<file path="src/rtl/inst_queue_pkg.sv">
// Shared pipeline constants for the fetch/decode instruction queue,
// plus lane-slice helpers for the flattened multi-lane buses.
package inst_queue_pkg;

  localparam int unsigned INSTR_W    = 32;
  localparam int unsigned PC_W       = 32;
  localparam int unsigned IQ_ENTRY_W = INSTR_W + PC_W;

  typedef struct packed {
    logic [INSTR_W-1:0] instr;
    logic [PC_W-1:0]    pcplus4;
  } iq_entry_t;

  function automatic int unsigned iq_min(input int unsigned a, input int unsigned b);
    return (a < b) ? a : b;
  endfunction

endpackage

`ifndef IQ_LANE
`define IQ_LANE(bus, i, w) bus[(i)*(w) +: (w)]
`endif

</file>
<file path="src/rtl/iq_storage.sv">
// DEPTH x DATA_W entry array: WAYS write ports and WAYS combinational read
// ports, each addressed as base pointer plus lane offset (mod DEPTH).
module iq_storage
  import inst_queue_pkg::*;
#(
  parameter int unsigned DATA_W = IQ_ENTRY_W,
  parameter int unsigned DEPTH  = 8,
  parameter int unsigned WAYS   = 2
) (
  input  logic                       clk,
  input  logic [WAYS-1:0]            i_we,
  input  logic [$clog2(DEPTH)-1:0]   i_wr_base,
  input  logic [WAYS*DATA_W-1:0]     i_wr_data,
  input  logic [$clog2(DEPTH)-1:0]   i_rd_base,
  output logic [WAYS*DATA_W-1:0]     o_rd_data
);

  localparam int unsigned PTR_W = $clog2(DEPTH);

  logic [DATA_W-1:0] r_mem [DEPTH];

  // Pointer arithmetic is PTR_W wide, so lane offsets wrap at the array top.
  always_ff @(posedge clk) begin
    for (int unsigned i = 0; i < WAYS; i++) begin
      if (i_we[i]) begin
        r_mem[i_wr_base + PTR_W'(i)] <= `IQ_LANE(i_wr_data, i, DATA_W);
      end
    end
  end

  always_comb begin
    o_rd_data = '0;
    for (int unsigned i = 0; i < WAYS; i++) begin
      `IQ_LANE(o_rd_data, i, DATA_W) = r_mem[i_rd_base + PTR_W'(i)];
    end
  end

endmodule

</file>
<file path="src/rtl/inst_queue.sv">
// Multi-lane instruction queue between fetch and decode: up to WAYS pushes
// and WAYS pops per cycle, synchronous flush on redirect, async active-low reset.
module inst_queue
  import inst_queue_pkg::*;
#(
  parameter int unsigned DATA_W = IQ_ENTRY_W,
  parameter int unsigned DEPTH  = 8,
  parameter int unsigned WAYS   = 2
) (
  input  logic                         clk,
  input  logic                         reset,
  input  logic                         flush,
  input  logic [$clog2(WAYS+1)-1:0]    in_count,
  input  logic [WAYS*DATA_W-1:0]       in_data,
  output logic                         in_ready,
  output logic [WAYS-1:0]              out_valid,
  output logic [WAYS*DATA_W-1:0]       out_data,
  input  logic [$clog2(WAYS+1)-1:0]    pop_count,
  output logic [$clog2(DEPTH+1)-1:0]   occupancy
);

  localparam int unsigned PTR_W = $clog2(DEPTH);
  localparam int unsigned CNT_W = $clog2(DEPTH+1);

  logic [PTR_W-1:0]        r_rd_ptr;
  logic [PTR_W-1:0]        r_wr_ptr;
  logic [CNT_W-1:0]        r_count;

  logic [CNT_W-1:0]        w_free;
  logic [CNT_W-1:0]        w_push_n;
  logic [CNT_W-1:0]        w_pop_n;
  logic [WAYS-1:0]         w_we;
  logic [WAYS*DATA_W-1:0]  w_rd_data;

  // Ready looks only at the registered count; same-cycle pops give no credit.
  assign w_free   = CNT_W'(DEPTH) - r_count;
  assign in_ready = (w_free >= CNT_W'(WAYS));

  assign w_push_n = in_ready ? CNT_W'(iq_min(32'(in_count), WAYS)) : '0;
  assign w_pop_n  = CNT_W'(iq_min(32'(pop_count), 32'(r_count)));

  always_comb begin
    w_we = '0;
    for (int unsigned i = 0; i < WAYS; i++) begin
      w_we[i] = !flush && (CNT_W'(i) < w_push_n);
    end
  end

  iq_storage #(
    .DATA_W (DATA_W),
    .DEPTH  (DEPTH),
    .WAYS   (WAYS)
  ) u_storage (
    .clk       (clk),
    .i_we      (w_we),
    .i_wr_base (r_wr_ptr),
    .i_wr_data (in_data),
    .i_rd_base (r_rd_ptr),
    .o_rd_data (w_rd_data)
  );

  always_ff @(posedge clk or negedge reset) begin
    if (!reset) begin
      r_rd_ptr <= '0;
      r_wr_ptr <= '0;
      r_count  <= '0;
    end else if (flush) begin
      r_rd_ptr <= '0;
      r_wr_ptr <= '0;
      r_count  <= '0;
    end else begin
      r_rd_ptr <= r_rd_ptr + PTR_W'(w_pop_n);
      r_wr_ptr <= r_wr_ptr + PTR_W'(w_push_n);
      r_count  <= r_count + w_push_n - w_pop_n;
    end
  end

  always_comb begin
    out_valid = '0;
    out_data  = '0;
    for (int unsigned i = 0; i < WAYS; i++) begin
      out_valid[i] = (r_count > CNT_W'(i));
      if (out_valid[i]) begin
        `IQ_LANE(out_data, i, DATA_W) = `IQ_LANE(w_rd_data, i, DATA_W);
      end
    end
  end

  assign occupancy = r_count;

`ifndef SYNTHESIS
  always_ff @(posedge clk) begin
    if (reset && !flush) begin
      assert (CNT_W'(pop_count) <= r_count)
        else $error("inst_queue: pop_count %0d exceeds occupancy %0d", pop_count, r_count);
    end
  end
`endif

endmodule

</file>
<file path="config.mk">
export PLATFORM = sky130hd
export DESIGN_NAME = inst_queue
export DESIGN_NICKNAME = d
export VERILOG_FILES = /design/src/rtl/inst_queue_pkg.sv /design/src/rtl/iq_storage.sv /design/src/rtl/inst_queue.sv
export SDC_FILE = /design/constraint.sdc
export NUM_CORES = 1
export LEC_CHECK = 0
export CAP_MARGIN = 15
export CORE_MARGIN = 3
export CORE_UTILIZATION = 55
export DETAILED_ROUTE_END_ITERATION = 12
export GPL_ROUTABILITY_DRIVEN = 0
export GPL_TIMING_DRIVEN = 1
export PLACE_DENSITY = 0.76
export SYNTH_ARGS = -nofsm -noshare
export SYNTH_HDL_FRONTEND = slang
export SYNTH_HIERARCHICAL = 1
export SYNTH_SLANG_ARGS = --single-unit
</file>
<file path="constraint.sdc">
create_clock -name clk -period 9.2 [get_ports clk]
set_input_delay 1.84 -clock clk [delete_from_list [all_inputs] [get_ports clk]]
set_output_delay 1.84 -clock clk [all_outputs]
set_load 0.1 [all_outputs]
</file>
==> summary.md <==
| Metric | Value |
|---|---|
| Synth Area in XOR/XNOR | 0.294% |
| RSZ-0062 raised after global routing | false |
| Area growth from synthesis to layout | 16.0% |
| Worst setup EP type | output pin |
| Multi-input logic area | 0.0155 mm² |
| Core region area | 0.0568 mm² |
| Main synth FF type | edfxtp_1 |
| Vias in the first global route | 22,300 |
| Hold/Removal Path Class | reg2reg |
| Met2 Use GR | 49.3% |
| DRT antenna net count | 0 |
| Worst EP arrival | 5.16 ns |
| TritonCTS Buffers | 56 |
| Die Span Y | 247 µm |
| Post_cts resized | 0 |
| Sink Count | 522 |
| Routed via count | 21,500 |
| CTS Hold Bufs | 0 |
| Final hold violation count | 0 |
| Post-route cell area | 0.0370 mm² |
| Post-DP Area | 0.0352 mm² |
| Net count after synthesis | 2,387 |
| Setup_tns | 0 ns |
| Flops & latches, synth | 522 |
| Delay-heaviest family, CP | buffers and inverters |
| Slew at the pin with the worst max-slew slack | 1.09 ns |
| Slew Viols, Final | 0 |
| Max transition margin | 27.1% |
| Worst-skew pair later-pin latency | 0.61 ns |
| First-pass GRT wire length | 137,000 µm |
| Largest family of logic cells by synthesized area | multiplexers |
| Avg Inst Size Synth | 14.3 µm² |
| Crit Path Class | reg2out |
| Multiplexer share of the synthesized area | 33.6% |
| CP Cell Sequence | buf_4 > buf_4 > a2111oi_0 > nor4_1 > and2_1 > clkdlybuf4s50_1 |
| Yosys warnings | 6 |
| GR Util All Layers | 29.8% |
| Cell taking the most area after synthesis | edfxtp_1 |
| Reg clk slew, reported paths | 0.06 ns |
| Grt ovf | 0 |
| Final setup vio count | 0 |
| EDFF count, synth | 512 |
| Final Cycle Share | 76.0% |
| Dpl cells | 3,102 |
| CTS HTree Levels | 2 |
| Met1 Use GR | 39.9% |
| Status | finished clean |
| Die X | 247 µm |
| Post-synth ARST share | 1.92% |
| Layout cell share with drive strength beyond 1 | 34.9% |
| Most common library cells after synthesis | 579 x mux2_2, 512 x edfxtp_1, 134 x nor2b_1 |
| # port buffers | 269 |
| MaxCap Viol Count | 0 |
| Netlist cell types | 45 |
| Simple-gate share of the synthesized area | 9.60% |
| Critical Path Most Common Cell | buf_4 |
| Adder and majority cell fraction of the synthesized area | 0.777% |
| Mapped Cells | 2,234 |
| CP max stage delay | 1.20 ns |
| Busiest layer in global routing | met2 |
| Post-synth top area share | 48.2% |
| Final min period | 7.00 ns |
| Final wirelength | 92,000 µm |
| Non-Filler Instances | 3,211 |
| FP Rows | 87 |
| Setup Skew | 0.0220 ns |
| WL/cell | 28.7 µm |
| Initial Util | 56.1% |
| Setup crit start kind | flip-flop |
| DPL Wire Length | 51,200 µm |
| # IOs | 270 |
| Synth Area in Compound Gates | 3.84% |
| Largest net degree at the start of global routing | 115 |
| Nets | 2,558 |
| Detailed router's first-iteration violation count | 1,958 |
| Max Fclk | 143 MHz |
| Clk buf depth | 3 |
| Layout fillers | 4,193 |
| Worst Path Max Fanout | 94 |
| Drt pass-1 iters | 5 |
| DRC | 0 |
| Vias per inst | 6.71 |
| Count leader, synth | mux2_2 |
| CTS root buf | clkbuf_16 |
| CP required | 7.36 ns |
| WP buf/inv | 3 |
| DIE AREA | 0.0609 mm² |
| Storage cell area | 0.0156 mm² |
| Initial antenna violation count | 14 |
| Post-CTS Setup Repair Bufs | 0 |
| Sequential fraction of the synthesis area | 49.0% |
| Ranking of synthesized cells by area | edfxtp_1 48%, mux2_2 20%, mux4_2 9.0% |
| Post-Syn Area | 0.0319 mm² |
| TritonCTS clock tree | done |
| CP max-delay cell | clkdlybuf4s50_1 |
| Global Route met3 Usage | 5.49% |
## final timing paths
check	start	slack [ns]	endpoint	cells past startpoint
setup / recovery	r_rd_ptr[0]	2.20	out_data[66]	6
hold / removal	r_wr_ptr[1]	0.76	r_wr_ptr[1]	3
setup reg to reg	occupancy[1]	4.72	u_storage/r_mem[5][29]	10
hold reg to reg	r_wr_ptr[1]	0.76	r_wr_ptr[1]	3
max in group asynchronous	reset	7.27	r_rd_ptr[0]	1
min in group asynchronous	reset	1.55	r_rd_ptr[1]	1
## layout by cell type (no fill, tap or decap), types with 4 or more instances in the layout
cell and count:
clkinv_2 6, and2_1 128, clkbuf_1 21, mux2_2 579, ha_1 14, a2111oi_0 128, mux4_2 128, dfrtp_1 7
mux2i_1 129, clkdlybuf4s50_1 269, nand2_1 6, buf_12 5, nor2b_1 134, and3_1 128, clkbuf_16 57, nor2_1 9
nor4_1 64, nor2_4 4, buf_4 42, inv_1 11, diode_2 6, edfxtp_1 512, clkinv_1 13
## per-layer routing
| layer | wire length, µm | vias up |
|---|---|---|
| met2 | 44800 | 1125 |
| met5 | 109 | - |
| met3 | 8290 | 192 |
| met4 | 2330 | 16 |
| met1 | 36500 | 10900 |
| li1 | - | 9297 |
## area by class of cell
class / instances / share of cell area, %
tap: 756 / 2.56
timing repair buffer: 316 / 8.41
antenna: 6 / 0.0406
multi-input combinational: 1498 / 42.0
inverter: 11 / 0.112
clock buffer: 78 / 4.07
sequential: 522 / 42.3
clock inverter: 24 / 0.504
## state kept, by name, indices dropped and copies added, names as in the netlist
register	cells
u_storage/r_mem	512
r_wr_ptr	3
occupancy	4
r_rd_ptr	3
## worst reg2reg max path: stages (launching register included)
cell	delay, ns
dfrtp_1	0.52
inv_1	0.15
ha_1	0.28
xor2_1	0.18
nand4_2	0.18
and3b_1	0.26
nor3b_1	0.59
nand2_4	0.48
buf_4	0.57
o21ai_4	0.17
buf_4	0.67
## per-stage QoR
step / worst slack [ns] / hold slack (ns) / utilization [%]
3_3_place_gp: 2.98 / 0.722 / 62.0
5_1_grt: 1.96 / 0.819 / 65.0
6_report: 2.20 / 0.756 / 65.1
2_1_floorplan: 1.28 / 0.496 / -
3_5_place_dp: 2.92 / 0.725 / 62.0
4_1_cts: 2.24 / 0.767 / 65.0
## logic make-up after synthesis
kind of cell               Yosys count
muxes                              836
DFF                                522
and+or+nand+nor                    493
buffers and inverters              214
AOI/OAI and AO/OA                  142
adders and majority gates           18
xor gates and xnor gates             9
Power is left out: the tool's default activity adds up to more than one toggle a clock period on the data nets, which glitch-free logic cannot reach.
